<file path="src/rtl/ws2812_tx.sv">
// WS2812 serial transmitter: GRB pixels in on a valid/ready stream,
// pulse-width-coded bits out MSB-first, latch low time after each frame.
module ws2812_tx #(
   parameter int CLK_FREQ = 12_000_000,
   parameter int NUM_LEDS = 8,
   parameter int T0H_NS   = 400,
   parameter int T1H_NS   = 800,
   parameter int TBIT_NS  = 1250,
   parameter int RESET_US = 60
) (
   input  logic        clk,
   input  logic        rst,
   input  logic [23:0] pixel_data,
   input  logic        pixel_valid,
   output logic        pixel_ready,
   output logic        led_data,
   output logic        busy,
   output logic        frame_done,
   output logic [9:0]  led_idx
);

   localparam longint KHZ = longint'(CLK_FREQ) / 1000;

   localparam int T0H_CYC   = int'((KHZ * T0H_NS + 500_000) / 1_000_000);
   localparam int T1H_CYC   = int'((KHZ * T1H_NS + 500_000) / 1_000_000);
   localparam int TBIT_CYC  = int'((KHZ * TBIT_NS + 500_000) / 1_000_000);
   localparam int RESET_CYC = (CLK_FREQ / 1_000_000) * RESET_US;

   localparam int MAXC = (TBIT_CYC > RESET_CYC) ? TBIT_CYC : RESET_CYC;
   localparam int CW   = $clog2(MAXC + 1);

   localparam logic [CW-1:0] C_T0H_LAST  = CW'(T0H_CYC - 1);
   localparam logic [CW-1:0] C_T1H_LAST  = CW'(T1H_CYC - 1);
   localparam logic [CW-1:0] C_TBIT_LAST = CW'(TBIT_CYC - 1);
   localparam logic [CW-1:0] C_RST_LAST  = CW'(RESET_CYC - 1);
   localparam logic [CW-1:0] C_RST_PRE   =
      CW'((RESET_CYC >= 2) ? RESET_CYC - 2 : 0);
   localparam logic [9:0]    IDX_LAST    = 10'(NUM_LEDS - 1);

   if (!(T0H_CYC >= 1 && T0H_CYC < T1H_CYC && T1H_CYC < TBIT_CYC
         && RESET_CYC >= 1)) begin : g_bad_timing
      $error("ws2812_tx: derived bit/latch timing is not realisable");
   end

   if (NUM_LEDS < 1 || NUM_LEDS > 1023) begin : g_bad_leds
      $error("ws2812_tx: NUM_LEDS out of range 1..1023");
   end

   typedef enum logic [1:0] {
      IDLE,
      HIGH,
      LOW,
      LATCH
   } state_t;

   state_t        r_state;
   logic [CW-1:0] r_cnt;
   logic [23:0]   r_shift;
   logic [4:0]    r_bit;
   logic [9:0]    r_idx;
   logic          r_led;
   logic          r_ready;
   logic          r_busy;
   logic          r_done;

   logic [CW-1:0] w_hi_last;

   assign w_hi_last = r_shift[23] ? C_T1H_LAST : C_T0H_LAST;

   // r_cnt counts cycles inside the current bit (HIGH then LOW)
   // or inside the latch period.
   always_ff @(posedge clk) begin
      if (rst) begin
         r_state <= IDLE;
         r_cnt   <= '0;
         r_shift <= '0;
         r_bit   <= '0;
         r_idx   <= '0;
         r_led   <= 1'b0;
         r_ready <= 1'b1;
         r_busy  <= 1'b0;
         r_done  <= 1'b0;
      end else begin
         r_done <= 1'b0;
         unique case (r_state)
            IDLE: begin
               if (pixel_valid && r_ready) begin
                  r_shift <= pixel_data;
                  r_bit   <= 5'd23;
                  r_cnt   <= '0;
                  r_led   <= 1'b1;
                  r_ready <= 1'b0;
                  r_busy  <= 1'b1;
                  r_state <= HIGH;
               end
            end
            HIGH: begin
               r_cnt <= r_cnt + 1'b1;
               if (r_cnt == w_hi_last) begin
                  r_led   <= 1'b0;
                  r_state <= LOW;
               end
            end
            LOW: begin
               if (r_cnt == C_TBIT_LAST) begin
                  r_cnt <= '0;
                  if (r_bit != 5'd0) begin
                     r_bit   <= r_bit - 5'd1;
                     r_shift <= {r_shift[22:0], 1'b0};
                     r_led   <= 1'b1;
                     r_state <= HIGH;
                  end else if (r_idx == IDX_LAST) begin
                     r_idx   <= '0;
                     r_done  <= (RESET_CYC == 1);
                     r_state <= LATCH;
                  end else begin
                     r_idx   <= r_idx + 10'd1;
                     r_ready <= 1'b1;
                     r_busy  <= 1'b0;
                     r_state <= IDLE;
                  end
               end else begin
                  r_cnt <= r_cnt + 1'b1;
               end
            end
            LATCH: begin
               if (r_cnt == C_RST_LAST) begin
                  r_cnt   <= '0;
                  r_ready <= 1'b1;
                  r_busy  <= 1'b0;
                  r_state <= IDLE;
               end else begin
                  // frame_done lands on the final latch cycle
                  r_cnt  <= r_cnt + 1'b1;
                  r_done <= (r_cnt == C_RST_PRE);
               end
            end
         endcase
      end
   end

   assign pixel_ready = r_ready;
   assign led_data    = r_led;
   assign busy        = r_busy;
   assign frame_done  = r_done;
   assign led_idx     = r_idx;

endmodule
</file>
<file path="config.mk">
export PLATFORM = sky130hd
export DESIGN_NAME = ws2812_tx
export DESIGN_NICKNAME = d
export VERILOG_FILES = /design/src/rtl/ws2812_tx.sv
export SDC_FILE = /design/constraint.sdc
export NUM_CORES = 1
export LEC_CHECK = 0
export ABC_AREA = 1
export CAP_MARGIN = 15
export CORE_AREA = 2 2 89 70
export DETAILED_ROUTE_END_ITERATION = 10
export DIE_AREA = 0 0 91 72
export PLACE_DENSITY = 0.79
export REMOVE_ABC_BUFFERS = 1
export SLEW_MARGIN = 0
export SYNTH_ARGS = -nofsm -noshare
export SYNTH_HDL_FRONTEND = slang
export SYNTH_SLANG_ARGS = --single-unit
</file>
<file path="constraint.sdc">
create_clock -name clk -period 1.97 [get_ports clk]
set_input_delay 0.197 -clock clk [delete_from_list [all_inputs] [get_ports clk]]
set_output_delay 0.197 -clock clk [all_outputs]
set_load 0.01 [all_outputs]
</file>
; ---- Word level (Yosys, flattened, before mapping)
; Cells that the tools add are included.
; Widths: inputs -> output; s select.
[word_totals]
register_bits = 55
in_bits = 27
wordCells = 78
output_inout_bits = 14
[classes]
eq_ne = 15
reduce_logical = 12
bitwise = 2
n_mux = 37
addsub = 3
[ops]
columns = operator, count
row1 = $mux 24, 3
row2 = $pmux 24 s2, 1
row3 = $mux 10, 4
row4 = $pmux 10 s4, 1
row5 = $add 10x1->10 const B, 2
row6 = $eq 10x10->1 const B, 2
row7 = $mux 5, 3
row8 = $ne 2x2->1 const B, 7
row9 = $mux 1, 13
row10 = $mux 2, 6
row11 = $eq 10x3->1 const B, 1
row12 = $eq 10x4->1, 1
row13 = $eq 10x4->1 const B, 1
row14 = $pmux 5 s2, 1
row15 = $pmux 1 s3, 3
row16 = $pmux 2 s4, 1
row17 = $reduce_and 4->1, 2
row18 = $reduce_and 6->1, 1
row19 = $reduce_bool 3->1, 2
row20 = $reduce_and 5->1, 1
row21 = $reduce_bool 5->1, 1
row22 = $sub 5x1->5 const B, 1
row23 = $eq 2x2->1 const B, 2
row24 = $mux 4, 1
row25 = other kinds (7), 8

; ---- Depth between registers and ports, before layout
[depth]
word_depth = 5
depth_mapped = 12
mapped_depth_nobuf = 11

; ---- Worst setup path after synthesis
; OpenSTA, ideal clock, no wires.
[synth_timing]
kind = reg2reg
from = register r_cnt[0]
to = register r_shift[16]
stages_incl_launch_ff = 12
period_less_slack_ns = 1.648
path_slack_ns = 0.322
arrival_time_ns = 1.532
setup_ns = 0.116
required_time_ns = 1.854
path_buffers = 2
cell_sequence = dfxtp_1 > inv_1 > ha_1 > inv_1 > nor2_4 > nand4_4 > a21oi_4 > nand2_1 > buf_4 > buf_6 > nor2_1 > nor2_1
[synth_between]
elab_chain_len = 3
[synth_lines]
columns = element, line
row1 = start: declaration, 57  ; logic [CW-1:0] r_cnt;
row2 = start signal: assignment, 98  ; r_cnt <= r_cnt + 1'b1;
row3 = start signal: assignment, 123  ; r_cnt <= r_cnt + 1'b1;
row4 = start signal: assignment, 134  ; r_cnt <= r_cnt + 1'b1;
row5 = $eq 10x4->1, 105  ; if (r_cnt == C_TBIT_LAST) begin
row6 = $ne 2x2->1 (no source line), --
row7 = $reduce_and 4->1 (no source line), --
row8 = end signal: assignment, 88  ; r_shift <= pixel_data;
row9 = end signal: assignment, 109  ; r_shift <= {r_shift[22:0], 1'b0};
row10 = end: declaration, 58  ; logic [23:0] r_shift;
; No other way between the ends.
; A chain may end at the register's enable or synchronous reset.

; ---- Final worst setup path
[layout_timing]
from = register r_cnt[0]
to = register r_shift[20]
; Same word-level chain as after synthesis.

==> metrics <==
first-pass GRT wire length 11630 µm; Mapped Avg Cell Area 6.351 µm²; top-area cell type share of the netlist area 0.3642; post-synth cell types 32; Arr. time, crit path 2000 ps; Pre-antenna DRT Iters 4; R2R Setup Slk 180 ps; endpoints failing setup 0; commonest non-fill, non-tap cell in the layout nand2_1; initial antenna violation count 0; chip height 72 µm; synth warn 0; FMAX 559.3 MHz; fin nets 548; post-synthesis sequential area ratio 0.3642; Synth async-reset ratio 0; CTS Buffer Depth 2; WL/cell 11.54 µm; DRC 0; CP Class flip-flop to flip-flop; HP Class primary input to flip-flop; M2 GR Usage 0.3580; number of flops mapped to enable cells by yosys 0; chip width 91 µm; number of placement rows 24; maximum vdd drop 0.0005840 V; Main synth FF type dfxtp_1; number of primary I/O pins 41; Vias 2976; # H-tree levels 2; status finished clean; max-cap viol count 0; synthesized cell area 0.003023 mm²; Register-to-Register Path Depth 10; RePlAce Congestion 0.9278; GR Overflow Total 0; largest net degree at the start of global routing 30; met3 global-route usage 0.04154; die area 0.006552 mm²; power density over the cells 1198 mW/mm²; CP max-delay cell dfxtp_1; CP Launch Type flip-flop; Routed Antenna Nets 0; CP cell instances inv_1 > ha_1 > inv_1 > nor2_4 > nand4_4 > a21oi_4 > nand2_2 > buf_4 > nor2_1 > nor2_1; Antenna Cells 0; Worst Setup End Kind flip-flop; Total GRT Usage 0.2147; Port Buf Inserts 40; post-detail-place hpwl 4909 µm; Critical Path RT 2180 ps; Initial Util 0.5355; CTS clk-pin slew, worst paths 100 ps; Final Hold Fails 0; Design Power 0.004389 W; number of global-route vias before repair 2609; Max-slew headroom 0.7417; commonest cells after routing, fill and taps aside nand2_1 (147), nor2_1 (91), dfxtp_1 (55), clkdlybuf4s50_1 (40), inv_1 (37); core box area 0.005645 mm²; Hold EP r_shift[0]$_SDFFE_PP0P_; Tmin final 1788 ps; CTS buffer count 5; grt met1 use 0.2900; CP max FO 15; Area Overhead vs Synth 21.15%; R2R Path End r_shift[20]$_SDFFE_PP0P_; Max Slew Vio Count 0; layout cells sized above 1 0.07737; hold_buf cts 0; Leak 1.605 nW; busiest grt layer met2; Worst Skew 7.836 ps; Syn Inst Count 476; Slew @ Worst Pin 387.1 ps; Min-Delay Path Depth 3; CTS tree built; Routed Wire Length 6866 µm; max incr delay on CP 370 ps; area leader, netlist dfxtp_1; RSZ-0062 raised after global routing no; # clock sinks 55; hold_sp pixel_data[0]; worst reg2reg path startpoint r_cnt[0]$_SDFFE_PP0P_; final period utilization 0.9075; FILL cells 575; Area contributors post-synth dfxtp_1 (36%), nand2_1 (18%), nor2_1 (11%); Synth Register Bits 55; clock latency on the worst-skew pair 320 ps; root buffer cell clkbuf_8; DR iter-0 viols 189; Via density 5.002; final core utilization 0.6487
cells in the mapped netlist, types with 3 or more instances:
master      n
a21oi_1    20
inv_2       3
nor2_1     91
dfxtp_1    55
xor2_1      3
nor3_1      6
o21ai_0    31
inv_1      37
buf_2       6
ha_1        5
nand3b_1    4
nand4_1     9
nand3_1    22
nand2_1   148
nand2_2     5
a21oi_2     3
clkbuf_1    8
cells by family after synthesis:
logic type,synth area share
XOR/XNOR,0.008694
adder cells (fa/ha/maj),0.02070
AO/OA/AOI/OAI,0.1105
AND/OR/NAND/NOR,0.4114
flip-flops,0.3642
buffers and inverters,0.08444
routing by layer:
layer	share of wire	vias to the layer above
met5	0	-
met2	0.46	76
met1	0.48	1315
li1	-	1580
met3	0.057	5
met4	0.0052	0
how the worst max path moves through the flow:
stage                                 start                  endpoint  slack (ps)  cells after the start
floorplan           r_state[0]$_SDFFE_PP0P_     r_bit[0]$_SDFFE_PP0P_        -250                      8
global route          r_bit[1]$_SDFFE_PP0P_   led_idx[3]$_SDFFE_PP0P_           5                      9
CTS                   r_cnt[0]$_SDFFE_PP0P_   r_shift[7]$_SDFFE_PP0P_         110                     10
global placement      r_cnt[1]$_SDFFE_PP0P_     r_cnt[1]$_SDFFE_PP0P_         200                      8
detailed placement              pixel_valid  r_shift[13]$_SDFFE_PP0P_         120                      9
finish                r_cnt[0]$_SDFFE_PP0P_  r_shift[20]$_SDFFE_PP0P_         180                     10
stage by stage:
stage                     instance area (µm²)  std cells  hold slack (ps)  setup slack [ps]  TNS [ps]
after floorplan                          2918        458            259.4            -254.7     -7016
after global placement                   3516        586            451.7             197.5         0
after detailed placement                 3516        586            465.7             124.7         0
after CTS                                3652        594            444.5             108.8         0
after global routing                     3662        595            456.5             5.479         0
final                                    3662        595            450.4             182.1         0
flip-flops by register name, summed over array words and instances (netlist names):
signal       cells
r_shift         24
led_idx         10
r_cnt           10
r_bit            5
r_state          2
busy             1
frame_done       1
led_data         1
pixel_ready      1
final cells by class:
type                    count  area, µm²  area share
clock buffers               5      68.82     0.01879
multi-input cells         363       1669      0.4558
well taps                  78      97.59     0.02665
inverters                  40      150.1     0.04100
flip-flops and latches     55       1101      0.3007
repair buffers             51      508.0      0.1387
clock inverters             3      67.56     0.01845
power by group:
part	switching [W]	total [W]	internal, W	leakage [nW]
logic	0.00116	0.00188	0.000719	1.09
clock network	0.000385	0.000892	0.000507	0.0644
registers	0.000183	0.00162	0.00144	0.451
total	0.00173	0.00439	0.00266	1.61
critical path, delay by kind of cell, from the launching register on:
kind	cells	cell delay, ps
flip-flops	1	370
AND/OR/NAND/NOR	5	540
buffers and inverters	3	400
AO/OA/AOI/OAI	1	210
adder cells (fa/ha/maj)	1	150
repair_timing:
action	in CTS	in global routing
resized for setup	0	1
buffers inserted	0	1
endpoints found under the setup margin	0	23
(Power assumes the default switching activity.)
==> edit, RTL diff (same flow settings) <==
`RESET_US`: 60 -> 90.
--- a/src/rtl/ws2812_tx.sv
+++ b/src/rtl/ws2812_tx.sv
@@ -8,3 +8,3 @@
    parameter int TBIT_NS  = 1250,
-   parameter int RESET_US = 60
+   parameter int RESET_US = 90
 ) (
Check against the original RTL: no difference found for any inputs over 10 cycles, from zero or initial values and one cycle with rst high; that may be too few to reach the edited logic, so the function may still have changed.
==> edit against the original RTL <==
Power is 17% higher; worst setup slack lost 3.2 ps; first-iteration DRC count up 11%; sequential cell count grew 1; sequential share of layout area shrank 1.6 points; wire length rose by 10%; final cell count up 1.0%; non-clock buffer count up 5; synthesized area increased by 11%; final area rose by 7.5%; clock skew fell by 2.6 ps.
==> edit: results (changes against the original RTL) <==
| Metric | Value |
|---|---|
| Signal buffers | `56 (+9.8%)` |
| Clk pwr share | `0.161 (-0.042)` |
| Sequential cell count | `56 (+1.8%)` |
| Initial DRC Count | `210 (+11%)` |
| Final core occ | `0.697 (+0.0485)` |
| Layout Skew | `5.22 ps (-2.61 ps)` |
| Relative slew slack | `0.547 (-0.195)` |
| Final cell count without fillers | `601 (+1.0%)` |
| Total CTS buffers | `5 (unchanged)` |
| Gr usage total | `0.237 (+0.0220)` |
| Clock network area share | `0.0321 (-0.00514)` |
| Post-synthesis sequential area ratio | `0.335 (-0.0297)` |
| M2 GR Usage | `0.393 (+0.0346)` |
| M1 WL | `3.69 mm (+12%)` |
| Placer Congestion | `0.900 (-3.0%)` |
| Largest net degree at the start of global routing | `29 (-3.3%)` |
| Invs w/o clock | `39 (-2.5%)` |
| Vias in the first global route | `2858 (+9.5%)` |
| DP Worst Slack | `93.5 ps (-31.2 ps)` |
| P_comb | `2.72 mW (+45%)` |
| Top cells by count, synth | `nand2_1, dfxtp_1, nor2_1, inv_1, a21oi_1` |
| Sequential share of cell area | `0.285 (-0.0158)` |
| Dpl cell area | `0.00377 mm2 (+7.3%)` |
| Outcome | `complete, no violations` |
| Peak VDD IR | `0.000844 V (+44%)` |
| Routing usage on met1 | `0.326 (+0.0357)` |
| GR Util met3 | `0.0343 (-0.00727)` |
| FILL cells | `512 (-11%)` |
| Clkbuf count | `7 (+2)` |
| First-pass GRT wire length | `12.9 mm (+11%)` |
| Multi-input gates | `364 (+0.28%)` |
| Routed length per instance | `12.6 um (+9.3%)` |
| Post-synthesis cell count | `478 (+0.42%)` |
| Power per cell area | `1310 mW/mm2 (+9.3%)` |
| Share of layout cells above drive strength 1 | `0.161 (+0.0832)` |
| Via count | `3148 (+5.8%)` |
| Netlist cell types | `35 (+9.4%)` |
| Routed met2 length | `3.54 mm (+13%)` |
| Met3 WL | `256 um (-34%)` |
| Final net count | `555 (+1.3%)` |
| Reg area | `0.00112 mm2 (+1.8%)` |
| Signal buffers share of area | `0.134 (-0.00457)` |
| Footprint of the multi-input gates | `0.00192 mm2 (+15%)` |
| P_int | `2.85 mW (+7.1%)` |
| Main area contributors after synthesis | `dfxtp_1, nand2_1, nand3_2` |
| Placed cells | `588 (+0.34%)` |
| CP max FO | `6 (-9)` |
| Largest reg by FF count | `r_shift` |
| Crit-path max cell delay | `350 ps (-20 ps)` |
| HPWL after DPL | `5.46 mm (+11%)` |
| CTS H-tree lvls | `2 (unchanged)` |
-- edit: worst paths after layout --
| check | start | to | slack (ps) | cells after the start |
|---|---|---|---|---|
| min reg2reg | r_bit[0]$_SDFFE_PP0P_ | r_bit[0]$_SDFFE_PP0P_ | 430 | 1 |
| min | rst | r_cnt[1]$_SDFFE_PP0P_ | 280 | 2 |
| max reg2reg | r_cnt[0]$_SDFFE_PP0P_ | r_cnt[2]$_SDFFE_PP0P_ | 180 | 9 |
| max | r_cnt[0]$_SDFFE_PP0P_ | r_cnt[2]$_SDFFE_PP0P_ | 180 | 9 |
-- edit: kinds of logic (layout without fill, tap and decap cells) --
family	Yosys count	count (layout)	share of synthesized area
simple gates	284	284	0.402
compound gates	67	67	0.130
buf+inv	58	103	0.0933
flops	56	56	0.335
xor+xnor	7	7	0.0183
fa+ha+maj	6	6	0.0224
